`config.mk`:
```
export PLATFORM = sky130hd
export DESIGN_NAME = t06_snake_body_flat
export DESIGN_NICKNAME = d
export VERILOG_FILES = /design/src/rtl/t06_pkg.sv /design/src/rtl/t06_snake_body_if.sv /design/src/rtl/t06_next_head.sv /design/src/rtl/t06_snake_body.sv /design/src/flat_wrapper.sv
export SDC_FILE = /design/constraint.sdc
export NUM_CORES = 1
export LEC_CHECK = 0
export ABC_AREA = 1
export CAP_MARGIN = 25
export CORE_MARGIN = 1.5
export CORE_UTILIZATION = 28
export DETAILED_ROUTE_END_ITERATION = 10
export HOLD_SLACK_MARGIN = 0.15
export SYNTH_ARGS = -nofsm -noshare
export SYNTH_HDL_FRONTEND = slang
export SYNTH_SLANG_ARGS = --single-unit
```
`constraint.sdc`:
```
create_clock -name system_clk -period 5.35 [get_ports system_clk]
set_clock_uncertainty 0.15 [all_clocks]
set_input_delay 1.3375 -clock system_clk [delete_from_list [all_inputs] [get_ports system_clk]]
set_output_delay 1.3375 -clock system_clk [all_outputs]
set_load 0.05 [all_outputs]
```
`src/rtl/t06_pkg.sv`:
```
// rtl/t06_pkg.sv - shared direction codes, state enum and direction helper for the snake body
package t06_pkg;

   // Direction encoding: bit[1] selects the axis, bit[0] the sense along it.
   localparam logic [1:0] DIR_UP    = 2'b00;
   localparam logic [1:0] DIR_DOWN  = 2'b01;
   localparam logic [1:0] DIR_LEFT  = 2'b10;
   localparam logic [1:0] DIR_RIGHT = 2'b11;

   typedef enum logic [1:0] {
      IDLE = 2'd0,
      RUN  = 2'd1,
      HALT = 2'd2
   } state_t;

   // Two directions are opposite when they share an axis but differ in sense.
   function automatic logic is_opposite(input logic [1:0] a, input logic [1:0] b);
      return (a[1] == b[1]) && (a[0] != b[0]);
   endfunction

endpackage

```
`src/rtl/t06_snake_body_if.sv`:
```
// rtl/t06_snake_body_if.sv - game-control inputs and body-state outputs of the snake body
// master: game logic side, drives the step/direction/apple controls and observes the body.
// slave:  the snake body register itself.
interface t06_snake_body_if #(
   parameter int MAX_LENGTH = 30
);
   logic                    move_tick;
   logic                    dir_valid;
   logic [1:0]              dir_in;
   logic                    game_over;
   logic [7:0]              apple_location;   // {y[3:0], x[3:0]}
   logic [3:0]              snake_head_x;
   logic [3:0]              snake_head_y;
   logic [MAX_LENGTH*4-1:0] snakeArrayX;
   logic [MAX_LENGTH*4-1:0] snakeArrayY;
   logic [4:0]              length;
   logic                    good_collision;
   logic                    running;

   modport master (
      output move_tick, dir_valid, dir_in, game_over, apple_location,
      input  snake_head_x, snake_head_y, snakeArrayX, snakeArrayY,
             length, good_collision, running
   );

   modport slave (
      input  move_tick, dir_valid, dir_in, game_over, apple_location,
      output snake_head_x, snake_head_y, snakeArrayX, snakeArrayY,
             length, good_collision, running
   );
endinterface

```
`src/rtl/t06_next_head.sv`:
```
// rtl/t06_next_head.sv - combinational one-cell head advance with 4-bit wraparound
// x, y   : current head cell
// dir    : direction to move
// nx, ny : head cell after one step (15 <-> 0 wrap, walls handled elsewhere)
module t06_next_head
   import t06_pkg::*;
(
   input  logic [3:0] x,
   input  logic [3:0] y,
   input  logic [1:0] dir,
   output logic [3:0] nx,
   output logic [3:0] ny
);

   always_comb begin
      nx = x;
      ny = y;
      case (dir)
         DIR_UP:   ny = y - 4'd1;
         DIR_DOWN: ny = y + 4'd1;
         DIR_LEFT: nx = x - 4'd1;
         default:  nx = x + 4'd1;
      endcase
   end

endmodule

```
`src/rtl/t06_snake_body.sv`:
```
// rtl/t06_snake_body.sv - snake body register: head, direction buffer, segment shift and growth
// system_clk : sole clock, rising edge
// reset      : synchronous, active-high
// bus        : slave side of t06_snake_body_if (tick/direction/game_over/apple in,
//              head, packed segment arrays, length, good_collision, running out)
module t06_snake_body
   import t06_pkg::*;
#(
   parameter int MAX_LENGTH = 30,
   parameter int INIT_X     = 4,
   parameter int INIT_Y     = 7
) (
   input  logic                 system_clk,
   input  logic                 reset,
   t06_snake_body_if.slave      bus
);

   localparam logic [4:0] MAX_LEN5 = 5'(MAX_LENGTH);

   state_t     state_q, state_d;
   logic [1:0] cur_dir_q, cur_dir_d;
   logic [1:0] pend_dir_q, pend_dir_d;
   logic [4:0] len_q, len_d;
   logic       good_q, good_d;
   logic       running_q, running_d;
   logic [3:0] seg_x_q [MAX_LENGTH];
   logic [3:0] seg_x_d [MAX_LENGTH];
   logic [3:0] seg_y_q [MAX_LENGTH];
   logic [3:0] seg_y_d [MAX_LENGTH];

   logic [3:0] new_x, new_y;
   logic       apple_hit;
   logic       dir_ok;

   // The step always uses the buffered direction as it stood before this edge.
   t06_next_head u_next_head (
      .x   (seg_x_q[0]),
      .y   (seg_y_q[0]),
      .dir (pend_dir_q),
      .nx  (new_x),
      .ny  (new_y)
   );

   assign apple_hit = ({new_y, new_x} == bus.apple_location);
   assign dir_ok    = bus.dir_valid && !is_opposite(bus.dir_in, cur_dir_q);

   always_comb begin
      state_d    = state_q;
      cur_dir_d  = cur_dir_q;
      pend_dir_d = pend_dir_q;
      len_d      = len_q;
      good_d     = 1'b0;
      seg_x_d    = seg_x_q;
      seg_y_d    = seg_y_q;

      if (state_q != HALT && dir_ok) begin
         pend_dir_d = bus.dir_in;
      end

      case (state_q)
         IDLE: begin
            if (dir_ok) begin
               state_d   = RUN;
               cur_dir_d = bus.dir_in;
            end
         end
         RUN: begin
            if (bus.game_over) begin
               state_d = HALT;
            end else if (bus.move_tick) begin
               cur_dir_d  = pend_dir_q;
               seg_x_d[0] = new_x;
               seg_y_d[0] = new_y;
               // Live segments shift down; on a hit the slot just past the tail
               // takes the old tail so it is retained. At full length that slot
               // is outside the array, so nothing is retained.
               for (int i = 1; i < MAX_LENGTH; i++) begin
                  if (5'(i) < len_q || (apple_hit && 5'(i) == len_q)) begin
                     seg_x_d[i] = seg_x_q[i-1];
                     seg_y_d[i] = seg_y_q[i-1];
                  end
               end
               if (apple_hit) begin
                  good_d = 1'b1;
                  if (len_q < MAX_LEN5) begin
                     len_d = len_q + 5'd1;
                  end
               end
            end
         end
         default: begin
         end
      endcase

      running_d = (state_d == RUN);
   end

   always_ff @(posedge system_clk) begin
      if (reset) begin
         state_q    <= IDLE;
         cur_dir_q  <= DIR_RIGHT;
         pend_dir_q <= DIR_RIGHT;
         len_q      <= 5'd3;
         good_q     <= 1'b0;
         running_q  <= 1'b0;
         for (int i = 0; i < MAX_LENGTH; i++) begin
            seg_x_q[i] <= '0;
            seg_y_q[i] <= '0;
         end
         seg_x_q[0] <= 4'(INIT_X);
         seg_x_q[1] <= 4'(INIT_X - 1);
         seg_x_q[2] <= 4'(INIT_X - 2);
         seg_y_q[0] <= 4'(INIT_Y);
         seg_y_q[1] <= 4'(INIT_Y);
         seg_y_q[2] <= 4'(INIT_Y);
      end else begin
         state_q    <= state_d;
         cur_dir_q  <= cur_dir_d;
         pend_dir_q <= pend_dir_d;
         len_q      <= len_d;
         good_q     <= good_d;
         running_q  <= running_d;
         seg_x_q    <= seg_x_d;
         seg_y_q    <= seg_y_d;
      end
   end

   always_comb begin
      bus.snakeArrayX = '0;
      bus.snakeArrayY = '0;
      for (int i = 0; i < MAX_LENGTH; i++) begin
         bus.snakeArrayX[4*i +: 4] = seg_x_q[i];
         bus.snakeArrayY[4*i +: 4] = seg_y_q[i];
      end
   end

   assign bus.snake_head_x   = seg_x_q[0];
   assign bus.snake_head_y   = seg_y_q[0];
   assign bus.length         = len_q;
   assign bus.good_collision = good_q;
   assign bus.running        = running_q;

endmodule
```
`src/flat_wrapper.sv`:
```
// flat-port wrapper written by rule: the top's interface ports become plain ports
module t06_snake_body_flat import t06_pkg::*;
#(
   parameter int MAX_LENGTH = 30,
   parameter int INIT_X     = 4,
   parameter int INIT_Y     = 7
)
  (system_clk, reset, bus_move_tick, bus_dir_valid, bus_dir_in, bus_game_over, bus_apple_location, bus_snake_head_x, bus_snake_head_y, bus_snakeArrayX, bus_snakeArrayY, bus_length, bus_good_collision, bus_running);
  t06_snake_body_if #(.MAX_LENGTH(MAX_LENGTH)) bus_i ();
  input  logic system_clk;
  input  logic reset;
  input wire logic [$bits(bus_i.move_tick)-1:0] bus_move_tick;
  input wire logic [$bits(bus_i.dir_valid)-1:0] bus_dir_valid;
  input wire logic [$bits(bus_i.dir_in)-1:0] bus_dir_in;
  input wire logic [$bits(bus_i.game_over)-1:0] bus_game_over;
  input wire logic [$bits(bus_i.apple_location)-1:0] bus_apple_location;
  output wire logic [$bits(bus_i.snake_head_x)-1:0] bus_snake_head_x;
  output wire logic [$bits(bus_i.snake_head_y)-1:0] bus_snake_head_y;
  output wire logic [$bits(bus_i.snakeArrayX)-1:0] bus_snakeArrayX;
  output wire logic [$bits(bus_i.snakeArrayY)-1:0] bus_snakeArrayY;
  output wire logic [$bits(bus_i.length)-1:0] bus_length;
  output wire logic [$bits(bus_i.good_collision)-1:0] bus_good_collision;
  output wire logic [$bits(bus_i.running)-1:0] bus_running;
  assign bus_i.move_tick = bus_move_tick;
  assign bus_i.dir_valid = bus_dir_valid;
  assign bus_i.dir_in = bus_dir_in;
  assign bus_i.game_over = bus_game_over;
  assign bus_i.apple_location = bus_apple_location;
  assign bus_snake_head_x = bus_i.snake_head_x;
  assign bus_snake_head_y = bus_i.snake_head_y;
  assign bus_snakeArrayX = bus_i.snakeArrayX;
  assign bus_snakeArrayY = bus_i.snakeArrayY;
  assign bus_length = bus_i.length;
  assign bus_good_collision = bus_i.good_collision;
  assign bus_running = bus_i.running;
  t06_snake_body #(.MAX_LENGTH(MAX_LENGTH), .INIT_X(INIT_X), .INIT_Y(INIT_Y)) u_core (.system_clk(system_clk), .reset(reset), .bus(bus_i));
endmodule
```
---- Word-level counts from Yosys, hierarchy flattened ----
Cells that the tools add are included.
operators by class
  equal/unequal tests ..................... 40
  bitwise operators ....................... 3
  multiplexer cells ....................... 10
  reductions and logical operators ........ 99
  $lt $le $gt $ge ......................... 30
  add/subtract/negate cells ............... 5
operators with widths
  kind                                                       count
  AND reduction 4 bit                                        30
  equality test 5 bit, first input constant                  14
  less-than comparator 5 bit, first input constant           14
  equality test 4 x 5 -> 1 bit, first input constant         8
  less-than comparator 4 x 5 -> 1 bit, first input constant  8
  logical AND 1 bit                                          32
  logical OR 1 bit                                           29
  equality test 3 x 5 -> 1 bit, first input constant         4
  less-than comparator 3 x 5 -> 1 bit, first input constant  4
  one-hot mux 4 bit (2 select lines)                         2
  equality test 2 x 5 -> 1 bit, first input constant         2
  less-than comparator 2 x 5 -> 1 bit, first input constant  2
  2-to-1 mux 2 bit                                           5
  adder 4 x 1 -> 4 bit, second input constant                2
  equality test 8 bit                                        1
  one-hot mux 2 bit (2 select lines)                         2
  subtractor 4 x 1 -> 4 bit, second input constant           2
  equality test 2 x 1 -> 1 bit, second input constant        3
  != test 2 bit, second input constant                       3
  adder 5 x 1 -> 5 bit, second input constant                1
  equality test 1 x 5 -> 1 bit, first input constant         1
  less-than comparator 1 x 5 -> 1 bit, first input constant  1
  less-than comparator 5 bit, second input constant          1
  AND reduction 5 bit                                        1
  12 further kinds                                           15
word-level totals
  input port bits ......................... 15
  register bits ........................... 253

---- Depth between registers and ports, before layout ----
  depth after elaboration ................. 7
  depth in mapped cells ................... 22
  gate-level depth less buffers ........... 21

---- By module ----
From an unflattened synthesis, not the netlist that was laid out.
second synthesis, totals
  cells, all modules ...................... 1800
  area total of the unflattened synthesis .. 12220.5 µm²
modules (own cells, without submodules)
  module          area each (µm²)  times used  seq. area each (µm²)  cells an instance
  t06_snake_body  11922.7          1           5064.9                1747
  t06_next_head   297.8            1           0.0                   53

---- Worst setup path after synthesis ----
OpenSTA, ideal clock, no wires.
  path type ............................... register to register
  start ................................... reg u_core.seg_y_q, in the netlist u_core.bus.snake_head_y[0]
  end ..................................... reg u_core.seg_y_q, in the netlist u_core.bus.snakeArrayY[74]
  arrival ................................. 2875 ps
  period minus slack after synthesis ...... 3140 ps
  required time ........................... 5085 ps
  setup time .............................. 115 ps
  path slack .............................. 2210 ps
  buffers on the path ..................... 2
  cell stages (with the launch flop) ...... 20
  cell sequence ........................... dfxtp_1 > inv_1 > fa_1 > inv_1 > nand2_1 > nand2_1 > nand2_1 > nand2_1 > nor2_1 > nand2_1 > nor2_1 > nand3_1 > nor2_2 > nand2_2 > buf_6 > o21ai_4 > buf_6 > nand3_1 > nand2_1 > nor2_1
between the ends
  word-level cells in the longest chain between the ends .. 6
  elaborated cells on any way between the ends .. 7
RTL lines
  what                                                                      RTL line                                  RTL
  start, declared                                                           t06_snake_body.sv:28                      logic [3:0] seg_y_q [MAX_LENGTH];
  start signal, assigned                                                    t06_snake_body.sv:124                     seg_y_q <= seg_y_d;
  adder 4 x 1 -> 4 bit / subtractor 4 x 1 -> 4 bit (equally long branches)  t06_next_head.sv:20, t06_next_head.sv:19
  one-hot mux 4 bit (2 select lines) (*)                                    t06_next_head.sv:18                       case (dir)
  equality test 8 bit (*)                                                   t06_snake_body.sv:44                      assign apple_hit = ({new_y, new_x} == bus.apple_location);
  logical AND 1 bit (*)                                                     t06_snake_body.sv:78                      if (5'(i) < len_q || (apple_hit && 5'(i) == len_q)) begin
  logical OR 1 bit (*)                                                      t06_snake_body.sv:78
  AND reduction 4 bit (no source line) (*)                                  --
Mark *: on every way between the ends. The rest lies on a longest branch, timed or not.
A chain may end at the register's enable or synchronous reset.

---- Worst setup path after layout ----
  start ................................... reg u_core.pend_dir_q[1]
  end ..................................... reg u_core.seg_y_q, in the netlist u_core.bus.snakeArrayY[117]
between the ends
  word-level cells in the longest chain between the ends .. 7
  elaborated cells on any way between the ends .. 10
RTL lines
  what                                                                      RTL line               RTL
  start, declared                                                           t06_snake_body.sv:22   logic [1:0] pend_dir_q, pend_dir_d;
  start signal, assigned                                                    t06_snake_body.sv:119  pend_dir_q <= pend_dir_d;
  equality test 2 x 1 -> 1 bit / logical NOT 2 bit (equally long branches)  t06_next_head.sv:18
  OR reduction 2 bit (no source line)                                       --
  one-hot mux 4 bit (2 select lines)                                        t06_next_head.sv:18
  equality test 8 bit (*)                                                   t06_snake_body.sv:44
  logical AND 1 bit (*)                                                     t06_snake_body.sv:78
  logical OR 1 bit (*)                                                      t06_snake_body.sv:78
  AND reduction 4 bit (no source line) (*)                                  --
Marked as above.

==> metrics.sh <==
VDD_IR_DROP_MAX_V=0.000197
HOLD_PATH_CLASS='flip-flop to flip-flop'
CORE.ROWCOUNT=76
DIE_W_MICRONS=213
POWER_SWITCHING_mW=1.11
SYN2LAYOUT_AREA_GROWTH_PCT=32.3
TOTAL_LEAKAGE_POWER_nW=6.02
HOLD_WS_NS=0.331
FIN_CRIT_SH_PCT=75.5
SYN_NETS=1871
VIAS_PER_CELL=4.58
SEQ_POWER_SHARE_PCT=43.6
SLEW_HEADROOM_PCT=39.1
ENDPOINT_KIND='flip-flop'
MAX-CAP-VIOLATIONS=0
SYNTHTOPCELLSBYAREA='dfxtp_1 (41%), nand2_1 (11%), nand3_1 (11%)'
CTS-ROOT-BUF='clkbuf_16'
NUM_ANTENNA_CELLS=0
MOST-COMMON-LAYOUT-CELLS='nand2_1 (358), nor2_1 (281), inv_1 (269), clkdlybuf4s50_1 (269), nand3_1 (260)'
CTS-HTREE-LEVELS=1
BUFFER_PORTS.INSERTED=269
VIA_COUNT=12200
GRT_SETUP_UNREPAIRED='false'
NETLIST_INSTANCES=1849
CLK_LATENCY_NS=0.56
FLOORPLAN.CORE_AREA_SQ_UM=43300
DRTITER0DRC=898
DPL.HPWL_MICRONS=27900
SWITCHING_FRACTION_OF_TOTAL_POWER_PCT=25.1
CLOCK_POWER_SHARE_PCT=47.9
GRT_PASS1_WL_MICRONS=61900
DIE_HEIGHT_MICRONS=213
P_PER_AREA_nW_PER_UM2=270
WORST-ENDPOINT-ARRIVAL_NS=4.33
GRTUSAGETOTAL_PCT=17.0
TYPE_OF_ORIGIN_OF_THE_CRITICAL_PATH='flip-flop'
DRT-PASS1-ITER-COUNT=6
CTS_MADE_BUFFERS=30
CTS_BUFFER_DEPTH=3
CP_MAX_FO=17
WORST-ENDPOINT-REQUIRED_NS=5.64
YOSYS.AREA.TOP_TYPE_SHARE_PCT=41.1
POST_SYNTH_NUM_CELL_TYPES=36
INITIAL_CORE_UTIL_PCT=28.5
STATUS='completed'
CLOCK-SINKS=253
YS_SEQ_AREA_SHARE_PCT=41.1
NUM_IO_PINS=270
CRITICAL_PATH_CLASS='flip-flop to flip-flop'
FINAL_HOLD_VIOL_COUNT=0
POST-ROUTE-WORST-SETUP-SLACK_NS=1.31
PART_OF_THE_TOTAL_POWER_DISSIPATED_IN_COMBINATIONAL_LOGIC_PCT=8.5
PATH_CLK_SLEW_NS=0.06
GP_ROUTABILITY_CONGESTION=0.804
ANTENNA_FOUND_INITIAL=0
TRITONCTS_CLOCK_TREE='done'
GRT_MAX_DEGREE=134
INTPOWER_mW=3.30
YOSYSWARNINGCOUNT=0
MAPPED_CELL_AREA_SQ_UM=12300
FINAL_LAYOUT_SIZE_SUFFIX_GT1_SHARE_PCT=4.93
WORST_SLEW_PIN_SLEW_NS=0.913
NUM-NETS-FINAL=2069
FINAL_COMMON_CELL='nand2_1'
GRT_PASS1_VIAS=11100
ROUTED_WL_MICRONS=39600
POSTSYNTHAREAPERCELL_SQ_UM=6.66
CTS_SETUP_BUFFERS=0
YOSYS.AREA.TOP_TYPE='dfxtp_1'
CTS_HOLD_BUFFERS=0
REPORT.FINAL.SLEW_VIOL_COUNT=0
DIE_AREA_SQ_UM=45300
TOTALNEGATIVESETUPSLACK_NS=0
SETUP-VIOLATIONS-FINAL=0
PLACE_WORST_SETUP_SLACK_NS=1.06
WL_PER_CELL_MICRONS=14.9
ACHIEVABLE-FREQUENCY_GHz=0.248
YOSYS_REGISTER_BITS=253
FINAL.MIN_CLOCK_PERIOD_NS=4.04
CTSRESIZECOUNT=0
ANT_NETS=0
DRC=0
GRT-OVFL-TOTAL=0
-- through the flow --
step	area, sq um	total power [mW]	utilization [%]	instances
after floorplan	12300	2.24	-	1849
after global placement	15300	2.33	35.3	2600
after detailed placement	15300	2.33	35.3	2600
after CTS	16300	4.46	37.7	2653
after global routing	16300	4.59	37.7	2653
final	16300	4.41	37.7	2653
-- layer usage --
metal  vias up  track usage [%]  wire length (microns)
met5         -                0                      0
met1      5552             22.6                  17800
met4         0             4.08                    728
met3        49             3.37                   2400
met2       339             28.3                  18600
li1       6210                -                      -
-- sequential cells by signal, summed over array words and instances (netlist names) --
signal,cells
u_core.bus.snakeArrayX,116
u_core.state_q,2
u_core.bus.good_collision,1
u_core.bus.running,1
u_core.bus.snake_head_y,4
u_core.pend_dir_q,2
u_core.bus.snakeArrayY,116
u_core.bus.length,5
u_core.cur_dir_q,2
u_core.bus.snake_head_x,4
-- cell usage after synthesis --
library cell,count
ha_1,6
nand4_1,16
a31oi_1,2
or2_1,1
a21oi_2,8
o21ai_2,2
o31ai_1,1
o21ai_4,15
clkinv_1,3
nor4_1,1
o21bai_1,1
buf_6,10
a31o_2,1
nand3_1,260
nand3b_1,1
nor2_1,282
a21oi_1,205
nor3_1,6
inv_2,4
dfxtp_1,253
inv_1,269
xnor2_1,1
buf_1,12
clkbuf_1,55
o21ai_0,14
o211ai_1,5
buf_2,15
nand2_1,358
nor2_2,1
o22ai_2,1
a211oi_1,2
fa_1,1
nand3_2,3
buf_4,26
xor2_1,4
nand2_2,4
-- final timing paths --
path	start	to	slack [ns]	cells after the start
max	u_core.pend_dir_q[1]	u_core.bus.snakeArrayY[117]	1.31	21
max reg2reg	u_core.pend_dir_q[1]	u_core.bus.snakeArrayY[117]	1.31	21
min	u_core.bus.snakeArrayX[117]	u_core.bus.snakeArrayX[117]	0.33	2
min reg2reg	u_core.bus.snakeArrayX[117]	u_core.bus.snakeArrayX[117]	0.33	2
-- cells by family after synthesis --
family          synth area share [%]
simple gates                    31.8
xor+xnor                       0.355
compound gates                  12.4
flops                           41.1
fa+ha+maj                      0.772
buf+inv                         13.6
-- power by group through the flow --
| stage | clock network, mW | registers [mW] | logic [mW] |
|---|---|---|---|
| 2_1_floorplan | 0 | 1.99 | 0.245 |
| 3_3_place_gp | 0 | 1.96 | 0.367 |
| 3_5_place_dp | 0 | 1.96 | 0.372 |
| 4_1_cts | 2.17 | 1.92 | 0.373 |
| 5_1_grt | 2.25 | 1.92 | 0.416 |
| 6_report | 2.11 | 1.92 | 0.373 |
-- critical path, stage by stage (launching register included) --
cell and delay [ns]:
dfxtp_1 0.30, buf_4 0.18, inv_2 0.26, nand2_1 0.18, inv_1 0.10, fa_1 0.41, inv_1 0.07, nand2_1 0.06
nand3_1 0.11, nand2_1 0.06, nor2_1 0.09, nand2_1 0.06, nor2_1 0.12, nand3_1 0.10, nor2_2 0.08, buf_4 0.19
nand2_2 0.34, buf_4 0.36, o21ai_4 0.40, nand3_1 0.14, nand2_1 0.08, nor2_1 0.06
-- final cells by class --
type                            instances  area [sq um]
Clock inverter                          9           128
Sequential cell                       253          5060
Inverter                              276          1050
Multi-Input combinational cell       1202          5590
Clock buffer                           44           885
Tap cell                              585           732
Timing Repair Buffer                  284          2860
Fill cell                            4572         27000
Power figures use the tool's default switching activity.
